<file path="config.mk">
export PLATFORM = sky130hd
export DESIGN_NAME = sr_latch_bank_flat
export DESIGN_NICKNAME = d
export VERILOG_FILES = /design/src/rtl/sr_latch_bank_if.sv /design/src/rtl/sr_latch_bank.sv /design/src/flat_wrapper.sv
export SDC_FILE = /design/constraint.sdc
export NUM_CORES = 1
export LEC_CHECK = 0
export CORE_UTILIZATION = 55
export CTS_CLUSTER_SIZE = 12
export DETAILED_ROUTE_END_ITERATION = 10
export DONT_BUFFER_PORTS = 1
export PLACE_DENSITY = 0.73
export SYNTH_ARGS = -nofsm -noshare
export SYNTH_HDL_FRONTEND = slang
export SYNTH_SLANG_ARGS = --single-unit
</file>
<file path="constraint.sdc">
create_clock -name clk -period 1.4 [get_ports clk]
set_input_delay 0.07 -clock clk [delete_from_list [all_inputs] [get_ports clk]]
set_output_delay 0.07 -clock clk [all_outputs]
set_load 0.05 [all_outputs]
</file>
<file path="src/rtl/sr_latch_bank_if.sv">
// sr_latch_bank_if: groups the control/data signals of sr_latch_bank.
//   master modport : drives ena, s, r, clr_err, err_sel; observes q, qn, changed,
//                    err_cnt, err_any.
//   slave modport  : the latch bank side (directions mirrored).
// Parameters CHANNELS and CNT_W must match the attached sr_latch_bank.
interface sr_latch_bank_if #(
    parameter int unsigned CHANNELS = 4,
    parameter int unsigned CNT_W    = 4
);
    localparam int unsigned SEL_W = (CHANNELS > 1) ? $clog2(CHANNELS) : 1;

    logic                ena;
    logic [CHANNELS-1:0] s;
    logic [CHANNELS-1:0] r;
    logic [CHANNELS-1:0] q;
    logic [CHANNELS-1:0] qn;
    logic [CHANNELS-1:0] changed;
    logic                clr_err;
    logic [SEL_W-1:0]    err_sel;
    logic [CNT_W-1:0]    err_cnt;
    logic                err_any;

    modport master (
        output ena, s, r, clr_err, err_sel,
        input  q, qn, changed, err_cnt, err_any
    );

    modport slave (
        input  ena, s, r, clr_err, err_sel,
        output q, qn, changed, err_cnt, err_any
    );
endinterface

</file>
<file path="src/rtl/sr_latch_bank.sv">
// sr_latch_bank: CHANNELS independent clocked SR cells with selectable S=R=1
// resolution, change pulses and per-channel saturating conflict counters.
// Ports:
//   clk     : clock, all state on rising edge
//   rst     : synchronous active-high reset
//   io_bus  : sr_latch_bank_if.slave (ena, s, r, clr_err, err_sel in;
//             q, qn, changed, err_cnt, err_any out)
// Parameters: CHANNELS (1..8), MODE (0 reset-dom, 1 set-dom, 2 hold, 3 toggle),
//             CNT_W (conflict counter width).
// Macro SR_LATCH_BANK_SYNC_EN: when defined, every s/r bit passes through a
// 2-flop synchroniser (s/r to q latency 3 cycles instead of 1).
module sr_latch_bank #(
    parameter int unsigned CHANNELS = 4,
    parameter int unsigned MODE     = 0,
    parameter int unsigned CNT_W    = 4
) (
    input  logic                  clk,
    input  logic                  rst,
    sr_latch_bank_if.slave        io_bus
);
    localparam logic [CNT_W-1:0] CntMax = '1;

    logic [CHANNELS-1:0] w_ss;
    logic [CHANNELS-1:0] w_sr;
    logic [CHANNELS-1:0] w_q_next;
    logic [CNT_W-1:0]    w_err_cnt;
    logic                w_err_any;

    logic [CHANNELS-1:0] r_q;
    logic [CHANNELS-1:0] r_qn;
    logic [CHANNELS-1:0] r_changed;
    logic [CNT_W-1:0]    r_cnt [CHANNELS];

`ifdef SR_LATCH_BANK_SYNC_EN
    logic [CHANNELS-1:0] r_s_meta;
    logic [CHANNELS-1:0] r_s_sync;
    logic [CHANNELS-1:0] r_r_meta;
    logic [CHANNELS-1:0] r_r_sync;

    // Keeps shifting while ena=0 so inputs are current when ena returns.
    always_ff @(posedge clk) begin
        if (rst) begin
            r_s_meta <= '0;
            r_s_sync <= '0;
            r_r_meta <= '0;
            r_r_sync <= '0;
        end else begin
            r_s_meta <= io_bus.s;
            r_s_sync <= r_s_meta;
            r_r_meta <= io_bus.r;
            r_r_sync <= r_r_meta;
        end
    end

    assign w_ss = r_s_sync;
    assign w_sr = r_r_sync;
`else
    assign w_ss = io_bus.s;
    assign w_sr = io_bus.r;
`endif

    always_comb begin
        w_q_next = r_q;
        for (int i = 0; i < CHANNELS; i++) begin
            case ({w_ss[i], w_sr[i]})
                2'b10: w_q_next[i] = 1'b1;
                2'b01: w_q_next[i] = 1'b0;
                2'b11: begin
                    if (MODE == 0) begin
                        w_q_next[i] = 1'b0;
                    end else if (MODE == 1) begin
                        w_q_next[i] = 1'b1;
                    end else if (MODE == 3) begin
                        w_q_next[i] = ~r_q[i];
                    end
                    // MODE 2 holds
                end
                default: w_q_next[i] = r_q[i];
            endcase
        end
    end

    always_ff @(posedge clk) begin
        if (rst) begin
            r_q       <= '0;
            r_qn      <= '1;
            r_changed <= '0;
            for (int i = 0; i < CHANNELS; i++) begin
                r_cnt[i] <= '0;
            end
        end else begin
            if (io_bus.ena) begin
                r_q       <= w_q_next;
                r_qn      <= ~w_q_next;
                r_changed <= w_q_next ^ r_q;
            end else begin
                r_changed <= '0;
            end
            // Clear wins over a simultaneous conflict and ignores ena.
            for (int i = 0; i < CHANNELS; i++) begin
                if (io_bus.clr_err) begin
                    r_cnt[i] <= '0;
                end else if (io_bus.ena && w_ss[i] && w_sr[i] && (r_cnt[i] != CntMax)) begin
                    r_cnt[i] <= r_cnt[i] + 1'b1;
                end
            end
        end
    end

    always_comb begin
        w_err_cnt = '0;
        if (32'(io_bus.err_sel) < CHANNELS) begin
            w_err_cnt = r_cnt[io_bus.err_sel];
        end
        w_err_any = 1'b0;
        for (int i = 0; i < CHANNELS; i++) begin
            if (r_cnt[i] != '0) begin
                w_err_any = 1'b1;
            end
        end
    end

    assign io_bus.q       = r_q;
    assign io_bus.qn      = r_qn;
    assign io_bus.changed = r_changed;
    assign io_bus.err_cnt = w_err_cnt;
    assign io_bus.err_any = w_err_any;
endmodule

</file>
<file path="src/flat_wrapper.sv">
// flat-port wrapper written by rule: the top's interface ports become plain ports
module sr_latch_bank_flat 
#(
    parameter int unsigned CHANNELS = 4,
    parameter int unsigned MODE     = 0,
    parameter int unsigned CNT_W    = 4
)
  (clk, rst, io_bus_ena, io_bus_s, io_bus_r, io_bus_clr_err, io_bus_err_sel, io_bus_q, io_bus_qn, io_bus_changed, io_bus_err_cnt, io_bus_err_any);
  sr_latch_bank_if #(.CHANNELS(CHANNELS), .CNT_W(CNT_W)) io_bus_i ();
  input  logic clk;
  input  logic rst;
  input wire logic [$bits(io_bus_i.ena)-1:0] io_bus_ena;
  input wire logic [$bits(io_bus_i.s)-1:0] io_bus_s;
  input wire logic [$bits(io_bus_i.r)-1:0] io_bus_r;
  input wire logic [$bits(io_bus_i.clr_err)-1:0] io_bus_clr_err;
  input wire logic [$bits(io_bus_i.err_sel)-1:0] io_bus_err_sel;
  output wire logic [$bits(io_bus_i.q)-1:0] io_bus_q;
  output wire logic [$bits(io_bus_i.qn)-1:0] io_bus_qn;
  output wire logic [$bits(io_bus_i.changed)-1:0] io_bus_changed;
  output wire logic [$bits(io_bus_i.err_cnt)-1:0] io_bus_err_cnt;
  output wire logic [$bits(io_bus_i.err_any)-1:0] io_bus_err_any;
  assign io_bus_i.ena = io_bus_ena;
  assign io_bus_i.s = io_bus_s;
  assign io_bus_i.r = io_bus_r;
  assign io_bus_i.clr_err = io_bus_clr_err;
  assign io_bus_i.err_sel = io_bus_err_sel;
  assign io_bus_q = io_bus_i.q;
  assign io_bus_qn = io_bus_i.qn;
  assign io_bus_changed = io_bus_i.changed;
  assign io_bus_err_cnt = io_bus_i.err_cnt;
  assign io_bus_err_any = io_bus_i.err_any;
  sr_latch_bank #(.CHANNELS(CHANNELS), .MODE(MODE), .CNT_W(CNT_W)) u_core (.clk(clk), .rst(rst), .io_bus(io_bus_i));
endmodule
</file>
== Word level (Yosys, flattened, before mapping) ==
Memory sizes are Yosys's and may differ from the RTL's.
Cells that the tools add are included.

* Register bits after elaboration: 12
* Memory bits (writable): 16
* Output and inout port bits: 17
* Logic and storage cells: 93
* Memories kept: 1

* Add/subtract/negate cells: 4
* Equality and inequality tests: 16
* Multiplexer cells: 37
* Bitwise logic cells: 11
* Reductions and logical operators: 21

{| class="wikitable"
|+ Memories
! name !! depth !! width !! rd ports !! clocked after Yosys merged registers in !! wr ports !! RTL line !! source
|-
| u_core.r_cnt || 4 || 4 || 5 || 0 || 4 || sr_latch_bank.sv:32 || <nowiki>logic [CNT_W-1:0] r_cnt [CHANNELS];</nowiki>
|}

{| class="wikitable"
|+ Operators with widths
! cell !! count
|-
| 4-bit 2-to-1 mux || 8
|-
| 1-bit 2-to-1 mux || 25
|-
| 4-bit by 1-bit adder with 4-bit output (second input constant) || 4
|-
| 2-bit equality test (second input constant) || 8
|-
| 4-bit != test (second input constant) || 4
|-
| 4-bit nonzero test || 4
|-
| 1-bit logical AND || 12
|-
| 2-bit OR reduction || 5
|-
| 2-bit by 1-bit equality test with 1-bit output (second input constant) || 4
|-
| 1-bit OR || 8
|-
| 1-bit one-hot mux with 2 select lines || 4
|-
| 4-bit NOT || 1
|-
| 4-bit XOR || 1
|-
| 1-bit NOT || 1
|}

== Longest topological paths before layout ==
Gate-level depths: netlist (run 1).

* Depth in word-level cells: 8
* Mapped depth: 5
* Gate-level depth less buffers: 5

== Worst setup path after synthesis (run 1) ==
No wires, ideal clock.

* Path kind: register to register
* Start point: mem u_core.r_cnt[0][0]
* End point: mem u_core.r_cnt[0][0], enable pin
* Library setup time: 0.308 ns
* Arrival time: 1.040 ns
* Setup slack: 0.052 ns
* Stages on the path, launching flop included: 5
* Clock period less this slack: 1.348 ns
* Cells stage by stage: edfxtp_1 -> ha_1 -> nand3_1 -> nand4_2 -> nand2_1

{| class="wikitable"
|+ RTL lines
! element !! RTL line
|-
| start: declaration || sr_latch_bank.sv:32
|}

==> impl_metrics.tcl, run 1 <==
set metrics [dict create \
    hold_viol_final 0 \
    antenna_found_initial 0 \
    drt-wirelength-per-cell_um 18.7 \
    clk_path_buf_depth 2 \
    synth_ff_type "edfxtp_1" \
    area_growth_pct 45.1 \
    drc_errors 0 \
    yosys.cell_count.top_type "nor2_1" \
    cp_max_fo 3 \
    crit_family "flip-flops" \
    r2r_start "u_core.r_cnt[2][0]" \
    synth_compound_area_share_pct 8.09 \
    cp_num_buf_inv 3 \
    postSynthAreaPerCell_sq_um 9.90 \
    dp.cells 197 \
    critical-path-max-stage-delay_ns 0.46 \
    antenna_left 0 \
    fin_util_pct 85.4 \
    cpMaxStageDelayCell "edfxtp_1" \
    cp.arrival_ns 1.60 \
    path_common_cell "buf_6" \
    fin_nets 225 \
    synth_cells 150 \
    synthTopCellsByCount "nor2_1 (23), edfxtp_1 (16), inv_1 (14), nand2_1 (14)" \
    grt_first_pass_wirelength_mm 6.00 \
    dieHeight_um 54.0 \
    hpwlAfterDp_mm 2.32 \
    port_buffers 0 \
    synth_seq_cells 28 \
    p_int_uw 1310 \
    synth_fp_nets 172 \
    fin_skew_ns 0.00162 \
    place_congestion 0.810 \
    grt_overflow 0 \
    finalCritPeriodShare_pct 119 \
    hold_path.class "in -> reg" \
    maxSlewHeadroom_pct 51.2 \
    path_clk_slew_ns 0.16 \
    dr.pass1.iters 4 \
    p_sw_share_pct 29.6 \
    ys_seq_area_share_pct 48.5 \
    synth_top_family_by_area "simple AND/OR/NAND/NOR gates" \
    io_pins 31 \
    clk_latency_ns 0.35 \
    rows 18 \
    worstPathRequired_ns 1.33 \
    grt_max_degree 17 \
    vias_per_cell 6.05 \
    drv_cap 0 \
    start_util_pct 58.9 \
    path_class "reg -> out" \
    grt_pass1_vias 1350 \
    min_period_ns 1.67 \
    yosys.area.top_type "edfxtp_1" \
    crit_chain "buf_6 -> inv_4 -> ha_4 -> nand2_1 -> nor3_2 -> nand3_1 -> buf_6" \
    yosys_warnings 0 \
    combinationalPowerShare_pct 22.6 \
    synth_top_area_share_pct 32.4 \
    crit_path_end_kind "output pin" \
    fp.dieArea_sq_mm 0.00291 \
    wirelength_mm 4.34 \
    peakVddDrop_mv 0.890 \
    timing.final.ws_setup_ns -0.271 \
    hold_depth 2 \
    power_density_mw_per_mm2 863 \
    p_leak_uw 0.000847 \
    hold_end "u_core.r_cnt[2][3]" \
    drtIter0Drc 40 \
    drive_above_1_share_pct 39.1 \
    synthXorXnorAreaFrac_pct 3.54 \
    power_frac_clock_pct 25.7 \
    async_flop_share_pct 0 \
    netlist_area_sq_mm 0.00149 \
    synthMuxAreaShare_pct 6.07 \
    root_buffer "clkbuf_4" \
    cp-start-kind "flip-flop" \
    synth_edf_count 16 \
    synth-simple-area-share_pct 22.4 \
    die_x_um 54.0 \
    netSwitchingPower_uw 550 \
    tritoncts "done" \
    r2r_slack_ns -0.14 \
    fmax_mhz 598 \
    clkSinkCount 28 \
    core-area_sq_mm 0.00252 \
    slew_viol_final 0 \
    htree_levels 1 \
    setup_viol 24 \
    synth_cell_types 24 \
    synthAdderAreaFrac_pct 6.74 \
    rsz0062_at_grt "true" \
    final_cells 232 \
    violations "negative setup slack" \
    hold_start "io_bus_r[2]" \
    antennaDiodeCount 0 \
    cp_num_cells 7 \
    r2r_end "u_core.r_cnt[2][1]" \
    r2r_cells 6 \
    num_vias 1403 \
    seq_power_share_pct 51.6 \
    grt_usage_pct 29.4 \
    tightest_slew_ns 0.729 \
    synth_area_leaders "edfxtp_1 (32%), dfxtp_1 (16%), ha_1 (6.7%)" \
    outcome "finished with violations" \
    cts_inserted_buffers 3 \
]
-- cells by family after synthesis --
group,after synthesis
simple gates,65
flops,28
compound gates,22
buf+inv,17
fa+ha+maj,8
xor+xnor,6
mux,4
-- per-layer routing --
| metal | track usage, % | vias to the layer above | share of wire (%) |
|---|---|---|---|
| li1 | - | 637 | - |
| met1 | 33.3 | 685 | 38 |
| met2 | 53.7 | 63 | 53 |
| met3 | 4.80 | 18 | 5.7 |
| met4 | 12.7 | 0 | 3.6 |
| met5 | 0 | - | 0 |
-- cells in the final DEF, fill, tap and decap left out, drive strengths merged --
cell	count
a211oi	4
a21oi	12
buf	40
clkbuf	4
dfxtp	12
dlygate4sd3	11
edfxtp	16
ha	8
inv	14
mux4	4
nand2	14
nand2b	5
nand3	9
nand3b	4
nand4	4
nor2	23
nor3	2
nor3b	1
nor4	1
o21ai	6
or4	2
xnor2	4
xor2	2
-- power by group through the flow --
stage          Combinational [uW]  Sequential, uW  Clock [uW]
6_report                      421             960         479
5_1_grt                       449             964         504
4_1_cts                       357             955         481
3_5_place_dp                  274             977           0
3_3_place_gp                  267             974           0
2_1_floorplan                 159            1020           0
-- worst max path at each step --
stage | from | slack [ns] | endpoint
after floorplan | u_core.r_cnt[0][0] | 0.05 | u_core.r_cnt[0][0]
after global routing | u_core.r_cnt[1][1] | -0.33 | io_bus_err_any
after detailed placement | u_core.r_cnt[2][0] | 0.0007 | u_core.r_cnt[2][3]
after global placement | u_core.r_cnt[2][0] | 0.06 | u_core.r_cnt[2][3]
after CTS | u_core.r_cnt[2][0] | -0.25 | io_bus_err_cnt[0]
final | u_core.r_cnt[1][0] | -0.27 | io_bus_err_any
-- repair_timing --
item,4_1_cts,5_1_grt
endpoints found under the setup margin,10,33
pin swaps,8,13
hold endpoints to repair,14,0
buffers inserted,11,11
gates resized for setup,20,32
hold buffers,11,0
-- state kept, by name, summed over array words and instances (netlist names) --
register / count
u_core.r_cnt: 16
u_core.io_bus.changed: 4
u_core.io_bus.q: 4
u_core.io_bus.qn: 4
-- metrics by stage --
stage          instance area, sq um  hold WS [ns]  power (uW)  worst slack, ns  TNS, ns
4_1_cts                        1960       0.00703        1790           -0.251    -1.55
6_report                       2150       0.00352        1860           -0.271    -1.87
3_3_place_gp                   1660         0.151        1240           0.0559        0
3_5_place_dp                   1660         0.152        1250         0.000723        0
5_1_grt                        2150      -0.00128        1920           -0.330    -3.22
2_1_floorplan                  1490         0.170        1180           0.0520        0
-- cell type report --
class | instances | area, sq um
Multi-Input combinational cell | 105 | 827
Tap cell | 30 | 37.5
Timing Repair Buffer | 51 | 459
Fill cell | 137 | 368
Clock buffer | 4 | 47.5
Inverter | 14 | 62.6
Sequential cell | 28 | 721
Power figures use the tool's default switching activity.
==> run 2, diff against run 1 <==
--- a/config.mk
+++ b/config.mk
@@ -5,6 +5,7 @@
 export SDC_FILE = /design/constraint.sdc
 export NUM_CORES = 1
 export LEC_CHECK = 0
+export CORE_MARGIN = 2
 export CORE_UTILIZATION = 55
 export CTS_CLUSTER_SIZE = 12
 export DETAILED_ROUTE_END_ITERATION = 10
==> run 2 against run 1 <==
  * The flow still finishes with violations (negative setup slack)
  * Worst hold slack improved by 0.025 ns
  * Wire length rose by 5.7%
  * Non-clock buffer count fell by 1
  * Clock skew rose by 0.0037 ns
  * Cell area rose by 0.35%
  * Sequential share of layout area fell by 0.12 points
  * Flip-flop and latch count did not move
  * Count of clock-buffer cells in the layout fell by 1
  * Total power rose by 2.8%
==> impl_metrics.tcl, run 2 (same netlist as run 1, synthesis figures left out) <==
set metrics [dict create \
    tightest_slew_ns 0.550 \
    dieHeight_um 56.0 \
    start_util_pct 58.9 \
    grt_pass1_vias 1288 \
    dr.pass1.iters 4 \
    dp_slack_ns 0.0365 \
    crit_path_end_kind "output pin" \
    p_leak_uw 0.000829 \
    core-area_sq_mm 0.00252 \
    place_congestion 0.828 \
    fin_nets 224 \
    die_x_um 56.0 \
    rsz0062_at_grt "true" \
    drtIter0Drc 64 \
    path_class "reg -> out" \
    hold_viol_final 0 \
    port_buffers 0 \
    drc_errors 0 \
    root_buffer "clkbuf_4" \
    hpwlAfterDp_mm 2.37 \
    fin_util_pct 85.7 \
    grt_usage_pct 24.9 \
    fp.dieArea_sq_mm 0.00313 \
    grt_first_pass_wirelength_mm 6.09 \
    drv_cap 0 \
    htree_levels 1 \
    clkSinkCount 28 \
    vias_per_cell 6.02 \
    wirelength_mm 4.59 \
    power_density_mw_per_mm2 884 \
    cp_max_fo 3 \
    cts_inserted_buffers 3 \
    mostFrequentLayoutCells "buf_4 (25), nor2_1 (18), edfxtp_1 (16), dlygate4sd3_1 (13)" \
    drive_above_1_share_pct 38.8 \
    cp-start-kind "flip-flop" \
    largest-register "u_core.r_cnt" \
    fmax_mhz 600 \
    whs_ns 0.0282 \
    antennaDiodeCount 0 \
    outcome "finished with violations" \
    tritoncts "done" \
    finalCritPeriodShare_pct 119 \
    min_period_ns 1.67 \
    io_pins 31 \
    rows 18 \
    drt-wirelength-per-cell_um 19.9 \
    peakVddDrop_mv 0.951 \
    grt_max_degree 18 \
    timing.final.ws_setup_ns -0.268 \
    maxSlewHeadroom_pct 63.2 \
    setup_viol 27 \
    grt_overflow 0 \
    final_common_cell "buf_4" \
    num_vias 1390 \
    clk_latency_ns 0.33 \
    path_clk_slew_ns 0.15 \
    area_growth_pct 45.6 \
    largest_reg_flops 16 \
    hold_path.class "in -> reg" \
    worstPathRequired_ns 1.33 \
    cp.arrival_ns 1.60 \
    fin_skew_ns 0.00532 \
    clk_path_buf_depth 2 \
    violations "negative setup slack" \
    antenna_left 0 \
    slew_viol_final 0 \
    antenna_found_initial 0 \
]
==> run 2: cell count changes in the layout (fill, tap and decap cells not counted), moves of 2 or more <==
cell	previous run	this run
buf_4	27	25
dlygate4sd3_1	11	13
ha_1	0	2
inv_2	2	4
inv_4	4	2
nand3_1	7	5
nand3_2	2	4
nor2_1	20	18
==> run 2: per-stage QoR <==
step,instance area (sq um),power (uW),TNS (ns),cells
6_report,2160,1910,-2.16,231
5_1_grt,2160,1980,-4.33,231
4_1_cts,1980,1850,-0.856,226
3_5_place_dp,1660,1250,0,197
3_3_place_gp,1660,1240,0,197
2_1_floorplan,1490,1180,0,150
==> run 2: final timing paths <==
check,cells past startpoint,start,slack (ns),endpoint
min reg2reg,2,u_core.io_bus.q[2],0.49,u_core.io_bus.changed[2]
min,2,io_bus_r[1],0.03,u_core.r_cnt[1][3]
max,7,u_core.r_cnt[0][1],-0.27,io_bus_err_any
max reg2reg,6,u_core.r_cnt[3][0],-0.10,u_core.r_cnt[3][0]
==> run 2: power by group <==
group          switching [uW]  internal, uW  total (uW)
combinational             249           177         427
sequential               47.0           910         957
clock                     238           290         528
total                     534          1380        1910
==> run 2: layer usage <==
layer | vias to the layer above | routed length [um] | track usage (%)
li1 | 629 | - | -
met2 | 65 | 2310 | 40.7
met3 | 18 | 244 | 6.74
met5 | - | 0 | 0
met1 | 678 | 1870 | 32.0
met4 | 0 | 167 | 8.50
==> run 2: repair_timing <==
item | 4_1_cts | 5_1_grt
cloned | 0 | 0
endpoints found under the setup margin | 5 | 35
setup buffers | 15 | 3
hold buffers | 10 | 3
gates resized for setup | 17 | 35
hold endpoints to repair | 12 | 2
pin swaps | 4 | 11
==> run 2: critical path, stage by stage (launching register included) <==
cell and delay, ns:
edfxtp_1 0.46, buf_6 0.16, inv_4 0.05, ha_4 0.13, nand2_2 0.05, nor3_2 0.15
nand3_1 0.11, buf_6 0.17
==> run 2: final cells by class <==
cell class                 count  area, sq um
clock buffer                   3         22.5
clock inverter                 1         30.0
fill                         119          360
inverter                      14         57.6
multi-input combinational    105          841
sequential                    28          721
tap                           30         37.5
timing repair buffer          50          453
